<file path="src/rtl/mem_access_ctrl_if.sv">
// Data-memory bus between the MEM-stage sequencer (master) and the data memory (slave).
// req/gnt accept the address phase; rvalid/rdata return the response for loads and stores.
interface mem_access_ctrl_if #(
    parameter int unsigned REG_WIDTH = 32
) ();
    logic                 dmem_req;
    logic                 dmem_we;
    logic [REG_WIDTH-1:0] dmem_addr;
    logic [REG_WIDTH-1:0] dmem_wdata;
    logic                 dmem_gnt;
    logic                 dmem_rvalid;
    logic [REG_WIDTH-1:0] dmem_rdata;

    modport master (
        output dmem_req,
        output dmem_we,
        output dmem_addr,
        output dmem_wdata,
        input  dmem_gnt,
        input  dmem_rvalid,
        input  dmem_rdata
    );

    modport slave (
        input  dmem_req,
        input  dmem_we,
        input  dmem_addr,
        input  dmem_wdata,
        output dmem_gnt,
        output dmem_rvalid,
        output dmem_rdata
    );
endinterface

</file>
<file path="src/rtl/mem_access_ctrl.sv">
// MEM-stage data-memory sequencer: runs one req/gnt/rvalid word access per load/store in
// EX/MEM, stalls the upstream pipeline until it completes, and flags misalign/timeout.
module mem_access_ctrl #(
    parameter int unsigned REG_WIDTH      = 32,
    parameter int unsigned TIMEOUT_CYCLES = 16,
    parameter int unsigned CNT_WIDTH      = 5
) (
    input  logic                 clk,
    input  logic                 reset,
    input  logic [6:0]           EX_MEM_inst_opcode,
    input  logic [REG_WIDTH-1:0] EX_MEM_alu_out,
    input  logic [REG_WIDTH-1:0] EX_MEM_dataB,
    input  logic                 mem_flush,
    mem_access_ctrl_if.master    dmem,
    output logic                 mem_stall,
    output logic [REG_WIDTH-1:0] load_data,
    output logic                 load_valid,
    output logic                 misalign_err,
    output logic                 bus_err
);

    localparam logic [6:0] OpLoad  = 7'b0000011;
    localparam logic [6:0] OpStore = 7'b0100011;
    localparam logic [CNT_WIDTH-1:0] CntLast = CNT_WIDTH'(TIMEOUT_CYCLES - 1);

    typedef enum logic [1:0] {StIdle, StReq, StRsp, StDone} state_e;

    state_e               state_q;
    logic [CNT_WIDTH-1:0] cnt_q;
    logic                 req_q;
    logic                 we_q;
    logic [REG_WIDTH-1:0] addr_q;
    logic [REG_WIDTH-1:0] wdata_q;
    logic [REG_WIDTH-1:0] load_data_q;
    logic                 load_valid_q;
    logic                 misalign_q;
    logic                 bus_err_q;

    logic is_load;
    logic is_store;
    logic is_mem;
    logic timeout;

    assign is_load  = (EX_MEM_inst_opcode == OpLoad);
    assign is_store = (EX_MEM_inst_opcode == OpStore);
    assign is_mem   = is_load | is_store;
    // >= rather than == so a gnt won on the last cycle still leaves RSP bounded.
    assign timeout  = (cnt_q >= CntLast);

    always_ff @(posedge clk or posedge reset) begin
        if (reset) begin
            state_q      <= StIdle;
            cnt_q        <= '0;
            req_q        <= 1'b0;
            we_q         <= 1'b0;
            addr_q       <= '0;
            wdata_q      <= '0;
            load_data_q  <= '0;
            load_valid_q <= 1'b0;
            misalign_q   <= 1'b0;
            bus_err_q    <= 1'b0;
        end else begin
            load_valid_q <= 1'b0;
            misalign_q   <= 1'b0;
            bus_err_q    <= 1'b0;
            unique case (state_q)
                StIdle: begin
                    if (is_mem && !mem_flush) begin
                        if (EX_MEM_alu_out[1:0] != 2'b00) begin
                            misalign_q <= 1'b1;
                            state_q    <= StDone;
                        end else begin
                            req_q   <= 1'b1;
                            we_q    <= is_store;
                            addr_q  <= {EX_MEM_alu_out[REG_WIDTH-1:2], 2'b00};
                            wdata_q <= EX_MEM_dataB;
                            cnt_q   <= '0;
                            state_q <= StReq;
                        end
                    end
                end
                StReq: begin
                    cnt_q <= cnt_q + 1'b1;
                    if (dmem.dmem_gnt) begin
                        req_q   <= 1'b0;
                        state_q <= StRsp;
                    end else if (timeout) begin
                        req_q     <= 1'b0;
                        bus_err_q <= 1'b1;
                        state_q   <= StDone;
                    end
                end
                StRsp: begin
                    cnt_q <= cnt_q + 1'b1;
                    if (dmem.dmem_rvalid) begin
                        if (!we_q) begin
                            load_data_q  <= dmem.dmem_rdata;
                            load_valid_q <= 1'b1;
                        end
                        state_q <= StDone;
                    end else if (timeout) begin
                        bus_err_q <= 1'b1;
                        state_q   <= StDone;
                    end
                end
                StDone: begin
                    state_q <= StIdle;
                end
                default: begin
                    state_q <= StIdle;
                end
            endcase
        end
    end

    // IDLE stall is combinational so EX/MEM freezes in the same cycle the op is decoded.
    always_comb begin
        mem_stall = 1'b0;
        unique case (state_q)
            StIdle:       mem_stall = is_mem & ~mem_flush & ~reset;
            StReq, StRsp: mem_stall = 1'b1;
            StDone:       mem_stall = 1'b0;
            default:      mem_stall = 1'b0;
        endcase
    end

    assign dmem.dmem_req   = req_q;
    assign dmem.dmem_we    = we_q;
    assign dmem.dmem_addr  = addr_q;
    assign dmem.dmem_wdata = wdata_q;

    assign load_data    = load_data_q;
    assign load_valid   = load_valid_q;
    assign misalign_err = misalign_q;
    assign bus_err      = bus_err_q;

endmodule

</file>
<file path="src/flat_wrapper.sv">
// flat-port wrapper written by rule: the top's interface ports become plain ports
module mem_access_ctrl_flat 
#(
    parameter int unsigned REG_WIDTH      = 32,
    parameter int unsigned TIMEOUT_CYCLES = 16,
    parameter int unsigned CNT_WIDTH      = 5
)
  (clk, reset, EX_MEM_inst_opcode, EX_MEM_alu_out, EX_MEM_dataB, mem_flush, mem_stall, load_data, load_valid, misalign_err, bus_err, dmem_dmem_req, dmem_dmem_we, dmem_dmem_addr, dmem_dmem_wdata, dmem_dmem_gnt, dmem_dmem_rvalid, dmem_dmem_rdata);
  mem_access_ctrl_if #(.REG_WIDTH(REG_WIDTH)) dmem_i ();
  input  logic clk;
  input  logic reset;
  input  logic [6:0] EX_MEM_inst_opcode;
  input  logic [REG_WIDTH-1:0] EX_MEM_alu_out;
  input  logic [REG_WIDTH-1:0] EX_MEM_dataB;
  input  logic mem_flush;
  output logic mem_stall;
  output logic [REG_WIDTH-1:0] load_data;
  output logic load_valid;
  output logic misalign_err;
  output logic bus_err;
  output wire logic [$bits(dmem_i.dmem_req)-1:0] dmem_dmem_req;
  output wire logic [$bits(dmem_i.dmem_we)-1:0] dmem_dmem_we;
  output wire logic [$bits(dmem_i.dmem_addr)-1:0] dmem_dmem_addr;
  output wire logic [$bits(dmem_i.dmem_wdata)-1:0] dmem_dmem_wdata;
  input wire logic [$bits(dmem_i.dmem_gnt)-1:0] dmem_dmem_gnt;
  input wire logic [$bits(dmem_i.dmem_rvalid)-1:0] dmem_dmem_rvalid;
  input wire logic [$bits(dmem_i.dmem_rdata)-1:0] dmem_dmem_rdata;
  assign dmem_dmem_req = dmem_i.dmem_req;
  assign dmem_dmem_we = dmem_i.dmem_we;
  assign dmem_dmem_addr = dmem_i.dmem_addr;
  assign dmem_dmem_wdata = dmem_i.dmem_wdata;
  assign dmem_i.dmem_gnt = dmem_dmem_gnt;
  assign dmem_i.dmem_rvalid = dmem_dmem_rvalid;
  assign dmem_i.dmem_rdata = dmem_dmem_rdata;
  mem_access_ctrl #(.REG_WIDTH(REG_WIDTH), .TIMEOUT_CYCLES(TIMEOUT_CYCLES), .CNT_WIDTH(CNT_WIDTH)) u_core (.clk(clk), .reset(reset), .EX_MEM_inst_opcode(EX_MEM_inst_opcode), .EX_MEM_alu_out(EX_MEM_alu_out), .EX_MEM_dataB(EX_MEM_dataB), .mem_flush(mem_flush), .dmem(dmem_i), .mem_stall(mem_stall), .load_data(load_data), .load_valid(load_valid), .misalign_err(misalign_err), .bus_err(bus_err));
endmodule
</file>
<file path="config.mk">
export PLATFORM = sky130hd
export DESIGN_NAME = mem_access_ctrl_flat
export DESIGN_NICKNAME = d
export VERILOG_FILES = /design/src/rtl/mem_access_ctrl_if.sv /design/src/rtl/mem_access_ctrl.sv /design/src/flat_wrapper.sv
export SDC_FILE = /design/constraint.sdc
export NUM_CORES = 1
export LEC_CHECK = 0
export BUFFER_PORTS_ARGS = -buffer_cell sky130_fd_sc_hd__buf_2
export CELL_PAD_IN_SITES_DETAIL_PLACEMENT = 2
export CELL_PAD_IN_SITES_GLOBAL_PLACEMENT = 2
export CORE_AREA = 2 2 134 136
export DETAILED_ROUTE_END_ITERATION = 16
export DIE_AREA = 0 0 136 138
export HOLD_SLACK_MARGIN = 0.12
export PLACE_DENSITY = 0.74
export SLEW_MARGIN = 30
export SYNTH_ARGS = -nofsm -noshare
export SYNTH_HDL_FRONTEND = slang
export SYNTH_SLANG_ARGS = --single-unit
</file>
<file path="constraint.sdc">
create_clock -name clk -period 3.2 [get_ports clk]
set_input_delay 0.48 -clock clk [delete_from_list [all_inputs] [get_ports clk]]
set_output_delay 0.48 -clock clk [all_outputs]
set_load 0.01 [all_outputs]
</file>
==> run_results.csv <==
group,metric,value,unit
outcome,outcome,"complete, no violations",
route,route.detailed.drc,0,
sta,rsz0062_at_grt,"no",
pwr,p_leak,3.39,nW
clock_tree,tritoncts,"yes",
pwr,p_per_area,710,nW/um2
route,viasPerCell,4.30,
finish,nNetsFinal,666,
yosys,synth_area,4270,um2
route,wl,12900,um
route,wl_per_cell,16.3,um
route,ant_nets,0,
placement,place_area,5530,um2
worst_setup_path,path_max_fanout,37,
placement,place_worst_setup_slack,0.775,ns
placement,dp_hpwl,9910,um
finish,fillCellCount,1977,
placement,place_congestion,0.779,
pwr,worst_ir_drop_vdd,0.252,mV
yosys,synth_seq_cells,106,
clock_tree,cts_root_buf,"clkbuf_16",
pwr,comb_power_share,29.7,%
global_route,antenna_found_initial,0,
route,firstDrtPassIters,4,
finish,layout-drive-gt1-share,53.0,%
route,num_vias,3381,
floorplanning,core_area,17500,um2
worst_hold_path,worstHoldStart,"dmem_dmem_rdata[6]",
worst_setup_path,critPathBufInv,2,
clock_tree,postCtsResizedCells,0,
clock_tree,insertion_delay,0.36,ns
worst_setup_path,critical_path_class,"flop to flop",
floorplanning,die_h,138,um
worst_setup_path,cp-end-kind,"flop",
sta,tightest_slew,0.656,ns
worst_hold_path,hp-class,"input port to flop",
worst_setup_path,max_stage_delay,0.57,ns
placement,port_buffers,207,
worst_setup_path,critPathTopFamily,"simple AND/OR/NAND/NOR gates",
sta,fmax,0.415,GHz
clock_tree,clk_path_buf_depth,2,
global_route,grt_overflow,0,
sta,finalSetupViolCount,0,
yosys,syn_area_per_cell,12.4,um2
pwr,pwr-share-clk,27.7,%
sta,tns,0,ns
pwr,internal_power,0.00267,W
floorplanning,rows,49,
sta,clock_skew,0.0108,ns
global_route,grtUsageTotal,14.2,%
yosys,synth_cells,345,
worst_setup_path,crit_required,3.49,ns
route,drt_iter0_drc,108,
clock_tree,ctsHoldBuffers,0,
finish,final_common_cell,"buf_2",
worst_setup_path,worstPathCellList,"inv_1, ha_1, nand4_4, buf_12, nor4_1, a211o_1",
worst_setup_path,crit_start,"u_core.state_q[0]$_DFFE_PP0P_",
finish,layout_common_cells,"buf_2 (207), dfrtp_1 (106), nand2_1 (104), mux2_2 (63), clkbuf_16 (9)",
worst_setup_path,cp_slowest_cell,"nand4_4",
clock_tree,cts_setup_buffers,0,
clock_tree,cts_sinks,106,
sta,hold_violations,0,
sta,fin_crit,2.41,ns
floorplanning,die-area,18800,um2
pwr,swShare,35.7,%
sta,max-slew-margin-rel,56.2,%
floorplanning,ios,210,
yosys,synthDistinctLibCells,40,
floorplanning,initial_core_util,24.4,%
clock_tree,cts-buffers-inserted,9,
worst_setup_path,rr_startpoint,"u_core.state_q[0]$_DFFE_PP0P_",
yosys,yosysSeqAreaShare,62.1,%
sta,setup_slack,0.793,ns
yosys,synth_warnings,0,
pwr,power.switching,0.00148,W
clock_tree,clkTransAtPathRegs,0.08,ns
clock_tree,htree_levels,3,
sta,final-max-slew-violation-count,0,
global_route,first_global_vias,3963,
worst_setup_path,cp-start-kind,"flop",
floorplanning,fp.dieW,136,um
worst_setup_path,cp.arrival,2.69,ns
global_route,grt_pass1_wl,20900,um
pwr,pwr-share-seq,42.6,%
global_route,grt_max_degree,69,
job,drv_cap,0,
sta,fin_crit_sh,75.2,%
finish,final_area,5850,um2
finish,area_growth,37.0,%
-- flip-flops by register name (all words and copies together), names as in the netlist --
| name | count |
|---|---|
| u_core.bus_err | 1 |
| u_core.state_q | 2 |
| u_core.dmem.dmem_req | 1 |
| u_core.cnt_q | 5 |
| u_core.dmem.dmem_wdata | 32 |
| u_core.misalign_err | 1 |
| u_core.load_data | 32 |
| u_core.dmem.dmem_addr | 30 |
| u_core.dmem.dmem_we | 1 |
| u_core.load_valid | 1 |
-- power groups by stage --
stage | Clock [W] | Combinational (W) | Sequential, W
floorplan | 0 | 0.000613 | 0.00188
global placement | 0 | 0.00118 | 0.00178
detailed placement | 0 | 0.00127 | 0.00180
CTS | 0.00120 | 0.00127 | 0.00178
global route | 0.00126 | 0.00139 | 0.00182
finish | 0.00115 | 0.00123 | 0.00177
-- stage by stage --
stage,cells,hold slack [ns],util (%),power [W]
global placement,770,0.452,31.5,0.00296
finish,787,0.312,33.4,0.00416
detailed placement,770,0.460,31.5,0.00307
CTS,786,0.296,33.3,0.00425
global route,786,0.315,33.4,0.00447
floorplan,346,0.489,-,0.00249
-- layer usage --
metal	global-route usage [%]	vias up	share of wire, %
met5	0	-	0
met4	7.07	0	3.4
met3	3.56	33	6.5
met2	24.9	130	52
met1	15.8	1658	38
li1	-	1560	-
-- worst register-to-register path, cell delays in order, from the launching register on --
cell	delay (ns)
dfrtp_1	0.41
inv_1	0.13
ha_1	0.38
nand4_4	0.57
buf_12	0.45
nor4_1	0.27
a211o_1	0.14
-- synth_stat cells --
cell type | instances | share of area, %
clkbuf_1 | 5 | 0.44
a21o_1 | 1 | 0.18
a211o_1 | 2 | 0.41
a21oi_1 | 2 | 0.23
o21ai_1 | 1 | 0.12
nand3_1 | 4 | 0.47
nor4_1 | 1 | 0.15
a32oi_1 | 1 | 0.21
nor2b_1 | 1 | 0.15
nor2_1 | 2 | 0.18
dfrtp_1 | 106 | 62
buf_4 | 4 | 0.70
ha_1 | 6 | 1.8
nand4_1 | 1 | 0.15
a32o_1 | 1 | 0.23
inv_1 | 7 | 0.62
a2bb2oi_1 | 1 | 0.21
nor3_1 | 4 | 0.47
a22oi_1 | 1 | 0.18
nand2b_1 | 2 | 0.29
and3_1 | 1 | 0.15
or4b_1 | 1 | 0.23
and4bb_2 | 1 | 0.29
buf_1 | 1 | 0.088
nand3b_1 | 1 | 0.18
nand2_1 | 104 | 9.1
o21ai_0 | 2 | 0.23
o31ai_1 | 1 | 0.18
and2_1 | 1 | 0.15
a31oi_1 | 1 | 0.15
nor3b_1 | 2 | 0.35
nand4_4 | 1 | 0.50
mux2_2 | 63 | 17
buf_6 | 5 | 1.3
o22ai_1 | 1 | 0.15
o21ba_1 | 1 | 0.23
buf_2 | 1 | 0.12
o2bb2ai_1 | 2 | 0.41
conb_1 | 1 | 0.088
nor3_2 | 1 | 0.23
-- path summary, 6_finish.rpt --
path | depth (start not counted) | slack (ns) | to
worst max-delay path | 6 | 0.79 | u_core.cnt_q[3]$_DFFE_PP0P_
worst min-delay path | 3 | 0.31 | u_core.load_data[6]$_DFFE_PP0P_
worst max register to register | 6 | 0.79 | u_core.cnt_q[3]$_DFFE_PP0P_
worst min register to register | 2 | 0.47 | u_core.load_data[8]$_DFFE_PP0P_
max in group asynchronous | 3 | 2.38 | u_core.load_data[10]$_DFFE_PP0P_
min in group asynchronous | 3 | 0.32 | u_core.dmem.dmem_addr[25]$_DFFE_PP0P_
-- area by class of cell --
class                           instances  area [um2]  area share (%)
Sequential cell                       106        2650            45.3
Clock buffer                            9         225            3.85
Timing Repair Buffer                  211        1080            18.5
Clock inverter                          7        88.8            1.52
Antenna cell                            1        2.50          0.0428
Inverter                                7        30.0           0.513
Multi-Input combinational cell        217        1480            25.3
Tap cell                              229         287            4.90
-- cell families after synthesis --
family | share of synthesized area [%]
buffers and inverters | 3.28
AO/OA/AOI/OAI | 3.11
AND/OR/NAND/NOR | 13.1
flip-flops | 62.1
other | 0.0878
multiplexers | 16.6
adder cells (fa/ha/maj) | 1.76
Note: power is estimated with default switching activity, not from simulation.
